### src/rtl/fetch_pkg.sv
// Shared types for the instruction fetch slice.
//   XLEN / ILEN    : address and instruction widths
//   fetch_state_t  : controller FSM states
//   fetch_entry_t  : one fetch-buffer entry {pc, instr, fault}
package fetch_pkg;

  localparam int XLEN = 64;
  localparam int ILEN = 32;

  typedef enum logic [1:0] {
    IDLE,
    RUN,
    FAULT
  } fetch_state_t;

  typedef struct packed {
    logic [XLEN-1:0] pc;
    logic [ILEN-1:0] instr;
    logic            fault;
  } fetch_entry_t;

endpackage

### src/rtl/fetch_fifo.sv
// Fetch buffer: a DEPTH-entry FIFO of fetch_entry_t.
// Ports:
//   clk, rst_n     : clock, asynchronous active-low reset
//   push, din      : enqueue request and entry
//   pop            : dequeue request (ignored when empty)
//   flush          : discard all entries; overrides push and pop
//   dout           : head entry (only meaningful when !empty)
//   count          : number of stored entries
//   full, empty    : occupancy flags
module fetch_fifo
  import fetch_pkg::*;
#(
  parameter int DEPTH = 2
) (
  input  logic                       clk,
  input  logic                       rst_n,
  input  logic                       push,
  input  logic                       pop,
  input  logic                       flush,
  input  fetch_entry_t               din,
  output fetch_entry_t               dout,
  output logic [$clog2(DEPTH):0]     count,
  output logic                       full,
  output logic                       empty
);

  localparam int AW = $clog2(DEPTH);
  localparam int CW = AW + 1;

  fetch_entry_t     mem [DEPTH];
  logic [AW-1:0]    wptr;
  logic [AW-1:0]    rptr;
  logic             popEff;
  logic             pushEff;

  assign empty   = (count == '0);
  assign full    = (count == CW'(DEPTH));
  assign popEff  = pop && !empty;
  // A push into a full buffer is only legal when the head leaves in the same cycle.
  assign pushEff = push && (!full || popEff);
  assign dout    = mem[rptr];

  // Pointers wrap naturally because DEPTH is a power of two.
  always_ff @(posedge clk or negedge rst_n) begin
    if (!rst_n) begin
      wptr  <= '0;
      rptr  <= '0;
      count <= '0;
    end else if (flush) begin
      wptr  <= '0;
      rptr  <= '0;
      count <= '0;
    end else begin
      if (pushEff) wptr <= wptr + 1'b1;
      if (popEff)  rptr <= rptr + 1'b1;
      case ({pushEff, popEff})
        2'b10:   count <= count + 1'b1;
        2'b01:   count <= count - 1'b1;
        default: count <= count;
      endcase
    end
  end

  // Storage is not reset; the empty flag hides stale contents.
  always_ff @(posedge clk) begin
    if (pushEff && !flush) mem[wptr] <= din;
  end

endmodule

### src/rtl/fetch_controller.sv
// Instruction fetch controller: walks a PC through a combinational
// instruction memory and queues {pc, instr, fault} entries for the consumer.
// Ports:
//   clk, rst_n                  : clock, asynchronous active-low reset
//   fetch_en                    : fetching permitted
//   imem_addr / imem_instr      : combinational instruction memory interface
//   redirect_valid, redirect_pc : PC change request (top priority, flushes buffer)
//   out_valid / out_ready       : handshake for the buffer head
//   out_instr, out_pc, out_fault: head entry contents (zero when no entry)
module fetch_controller
  import fetch_pkg::*;
#(
  parameter logic [63:0] RESET_PC  = 64'h0,
  parameter int          MEM_BYTES = 16384,
  parameter int          DEPTH     = 2
) (
  input  logic        clk,
  input  logic        rst_n,
  input  logic        fetch_en,
  output logic [63:0] imem_addr,
  input  logic [31:0] imem_instr,
  input  logic        redirect_valid,
  input  logic [63:0] redirect_pc,
  output logic        out_valid,
  input  logic        out_ready,
  output logic [31:0] out_instr,
  output logic [63:0] out_pc,
  output logic        out_fault
);

  localparam int          CW        = $clog2(DEPTH) + 1;
  localparam logic [63:0] LAST_ADDR = 64'(MEM_BYTES) - 64'd4;

  fetch_state_t   state;
  fetch_state_t   stateNext;
  logic [63:0]    pc;
  logic           doFetch;
  logic           fetchFault;
  logic           popReq;
  fetch_entry_t   pushEntry;
  fetch_entry_t   head;
  logic [CW-1:0]  count;
  logic           full;
  logic           empty;

  assign imem_addr  = pc;
  assign fetchFault = (pc[1:0] != 2'b00) || (pc > LAST_ADDR);
  assign out_valid  = !empty;
  assign popReq     = out_valid && out_ready;

  assign pushEntry.pc    = pc;
  assign pushEntry.instr = fetchFault ? '0 : imem_instr;
  assign pushEntry.fault = fetchFault;

  // Gate the head so the outputs read zero whenever the buffer is empty.
  assign out_pc    = empty ? '0 : head.pc;
  assign out_instr = empty ? '0 : head.instr;
  assign out_fault = empty ? 1'b0 : head.fault;

  always_ff @(posedge clk or negedge rst_n) begin
    if (!rst_n) begin
      state <= IDLE;
      pc    <= RESET_PC;
    end else begin
      state <= stateNext;
      if (redirect_valid)             pc <= redirect_pc;
      else if (doFetch && !fetchFault) pc <= pc + 64'd4;
    end
  end

  always_comb begin
    stateNext = state;
    doFetch   = 1'b0;
    case (state)
      IDLE: begin
        if (fetch_en) stateNext = RUN;
      end
      RUN: begin
        if (!fetch_en) begin
          stateNext = IDLE;
        end else if ((count < CW'(DEPTH)) || (full && popReq)) begin
          doFetch = 1'b1;
          if (fetchFault) stateNext = FAULT;
        end
      end
      FAULT: begin
        stateNext = FAULT;
      end
      default: stateNext = IDLE;
    endcase
    // A redirect suppresses this cycle's fetch and is the only way out of FAULT.
    if (redirect_valid) begin
      doFetch   = 1'b0;
      stateNext = fetch_en ? RUN : IDLE;
    end
  end

  fetch_fifo #(
    .DEPTH(DEPTH)
  ) u_fifo (
    .clk   (clk),
    .rst_n (rst_n),
    .push  (doFetch),
    .pop   (popReq),
    .flush (redirect_valid),
    .din   (pushEntry),
    .dout  (head),
    .count (count),
    .full  (full),
    .empty (empty)
  );

endmodule

### config.mk
export PLATFORM = sky130hd
export DESIGN_NAME = fetch_controller
export DESIGN_NICKNAME = d
export VERILOG_FILES = /design/src/rtl/fetch_pkg.sv /design/src/rtl/fetch_fifo.sv /design/src/rtl/fetch_controller.sv
export SDC_FILE = /design/constraint.sdc
export NUM_CORES = 1
export LEC_CHECK = 0
export ABC_AREA = 1
export BUFFER_PORTS_ARGS = -buffer_cell sky130_fd_sc_hd__buf_4
export CAP_MARGIN = 40
export CORE_AREA = 4 4 104 205
export CTS_BUF_LIST = sky130_fd_sc_hd__clkbuf_4 sky130_fd_sc_hd__clkbuf_8 sky130_fd_sc_hd__clkbuf_16
export DETAILED_ROUTE_END_ITERATION = 16
export DIE_AREA = 0 0 108 209
export HOLD_SLACK_MARGIN = 0.06
export PLACE_DENSITY = 0.84
export SLEW_MARGIN = 20
export SYNTH_ARGS = -nofsm -noshare
export SYNTH_HDL_FRONTEND = slang
export SYNTH_SLANG_ARGS = --single-unit
### constraint.sdc
create_clock -name clk -period 13.65 [get_ports clk]
set_clock_uncertainty 0.1 [all_clocks]
set_input_delay 3.4125 -clock clk [delete_from_list [all_inputs] [get_ports clk]]
set_output_delay 3.4125 -clock clk [all_outputs]
set_load 0.01 [all_outputs]
==> qor.yml <==
cp_max_fo: 64
drt_iter0_drc: 505
grt_first_pass_wirelength_mm: 41.8
design_area_sq_um: 13800
cp.arrival_ps: 3020
path_buf_inv: 5
core-area_sq_um: 19800
synth_top_cell_by_area: "edfxtp_1"
r2r_end: "u_fifo.mem[1][96]$_DFFE_PP_"
fin_crit_ps: 6530
place_area_sq_um: 13100
cts_tree: "built"
clkLatencyLatePin_ps: 490
cts-root-buf: "clkbuf_16"
synth_flop_cell: "edfxtp_1"
synth_edf_count: 194
seq_area_frac_synth_pct: 66.7
synth_cells: 1118
avgRoutedWirePerCell_um: 17.4
maxCapViolations: 0
finalWirelength_mm: 27.3
ys_ff_latch: 264
drt_first_pass_iters: 5
ir_worst_vdd_v: 0.0000919
power_density_nw_per_um2: 128
cp_common_cell: "buf_4"
clockBufferDepth: 3
die_h_um: 209
hold_violations: 0
cts_buffers: 21
dieArea_sq_um: 22600
die_w_um: 108
syn_nets: 1220
timing.setup.tns_ps: 0
cts_resized: 0
setup_viol: 0
ys_types: 29
critPathCaptureType: "output pin"
hold_end: "u_fifo.mem[1][54]$_DFFE_PP_"
fmax_mhz: 153
hold_class: "flop to flop"
gp_congestion: 0.871
slowest_stage: "dfrtp_4"
post_cts_buffers: 0
cts_hold_buffers: 0
ff2ff_setup_slack_ps: 10840
grt_pass1_vias: 8232
grt_max_degree: 76
netlist_top_cells_count: "nand2_1 (378), edfxtp_1 (194), nor2_1 (107), a21oi_1 (99), dfrtp_1 (70)"
drc_errors: 0
min_from: "imem_addr[21]$_DFFE_PN0P_"
nets: 1396
dp_slack_ps: 7000
portBuffers: 262
fin_crit_sh_pct: 47.8
layout_setup_ws_ps: 7120
clk_transition_reported_paths_ps: 70
grtUsageTotal_pct: 23.7
synth_area_sq_um: 11400
status: "complete, no violations"
relSlewSlack_pct: 46.7
area_delta_synth_final_pct: 21.7
num_io_pins: 263
htree_num_levels: 1
cp-start-kind: "flop"
crit_type: "flop to output pin"
viasPerCell: 5.33
leakagePower_nw: 6.09
worstPathRequired_ps: 10140
antenna_found_initial: 0
cp_slowest_stage_delay_ps: 670
clkSinkCount: 264
row_count: 73
synthTopCellsByArea: "edfxtp_1 (51%), dfrtp_1 (15%), nand2_1 (12%)"
synth_top_area_share_pct: 51.3
tightest_slew_ps: 799
start_util_pct: 57.3
grt_overflow: 0
rsz0062_at_grt: "no"
drive_gt1_share_pct: 24.2
ant_nets: 0
r2r_start: "u_fifo.count[0]$_DFFE_PN0P_"
cp_cell_sequence: "buf_16, clkinv_2, buf_4, buf_12, nand2_1, a21oi_1, buf_4"
yosysMostFrequentCell: "nand2_1"
ys_warn_count: 0
num_vias: 8370
async_flop_share_pct: 26.5
avgSynthCellArea_sq_um: 10.2
diodes: 0
hold_path_depth: 0
critical-path-top-delay-family: "buffers and inverters"
slew_viol_final: 0
reg2reg_depth: 4
place_hpwl_mm: 18.6
power by group:
| part | internal, mW | leakage, nW | switching, mW | total (mW) |
|---|---|---|---|---|
| Clock | 0.338 | 0.334 | 0.264 | 0.602 |
| Sequential | 0.898 | 2.63 | 0.0391 | 0.937 |
| Combinational | 0.101 | 3.13 | 0.126 | 0.227 |
| Total | 1.34 | 6.09 | 0.429 | 1.77 |
stage by stage:
stage	instances	total power [mW]	utilization (%)	hold slack, ps
after CTS	1569	1.77	69.7	431
final	1570	1.77	69.8	434
after global routing	1570	1.83	69.8	456
after global placement	1527	1.17	65.6	396
after detailed placement	1532	1.18	66.2	413
after floorplan	1118	1.07	-	379
worst register-to-register path: stages, from the launching register on:
cell and delay (ps):
dfrtp_1 450, o21ai_0 290, nand2_1 260, nor2_4 540, buf_4 740
placed cells by master (no fill, tap or decap), types with 2 or more instances in the layout:
cell / count
a21oi_1: 99
buf_12: 2
buf_16: 4
buf_4: 267
bufinv_16: 2
clkbuf_16: 21
clkbuf_4: 3
clkbuf_8: 2
clkinv_1: 5
clkinv_2: 5
clkinvlp_4: 2
dfrtp_1: 69
edfxtp_1: 194
inv_1: 49
nand2_1: 378
nand2_2: 2
nand3_1: 65
nand4_1: 5
nor2_1: 105
nor2_4: 4
nor3_1: 2
o21ai_0: 10
or2_1: 2
xor2_1: 4
routing by layer:
| layer | up-vias | GRT usage, % | wire, um |
|---|---|---|---|
| met5 | - | 0 | 0 |
| met4 | 0 | 11.1 | 1180 |
| met3 | 67 | 3.52 | 1890 |
| met2 | 378 | 44.7 | 15100 |
| met1 | 3969 | 25.1 | 9090 |
| li1 | 3956 | - | - |
state kept, by name (all words and copies together) (netlist names):
name,cells
imem_addr,64
u_fifo.rptr,1
state,2
u_fifo.mem,194
u_fifo.count,2
u_fifo.wptr,1
cell families (layout without fill, tap and decap cells):
kind of cell	after synthesis	in the layout	synth area share [%]
compound gates	110	110	4.87
simple gates	567	567	20.0
buf+inv	172	362	8.05
xor+xnor	4	4	0.308
flops	264	264	66.7
fa+ha+maj	1	1	0.110
area by class of cell:
cell class | count | area, sq um
clock inverter | 11 | 105
sequential | 264 | 7580
tap | 262 | 328
multi-input combinational | 682 | 2890
inverter | 52 | 198
timing repair buffer | 273 | 2150
fill | 1425 | 5990
clock buffer | 26 | 576
how the worst max path moves through the flow:
stage | start | endpoint | slack (ps) | cells after the start
3_3_place_gp | redirect_valid | imem_addr[11]$_DFFE_PN0P_ | 6810 | 8
6_report | u_fifo.rptr$_DFFE_PN0P_ | out_pc[4] | 7120 | 7
5_1_grt | u_fifo.rptr$_DFFE_PN0P_ | out_pc[4] | 6960 | 7
2_1_floorplan | redirect_valid | u_fifo.mem[0][0]$_DFFE_PP_ | 5000 | 4
4_1_cts | u_fifo.rptr$_DFFE_PN0P_ | out_pc[4] | 7000 | 6
3_5_place_dp | redirect_valid | imem_addr[6]$_DFFE_PN0P_ | 7000 | 9
Note: power is estimated with default switching activity, not from simulation.
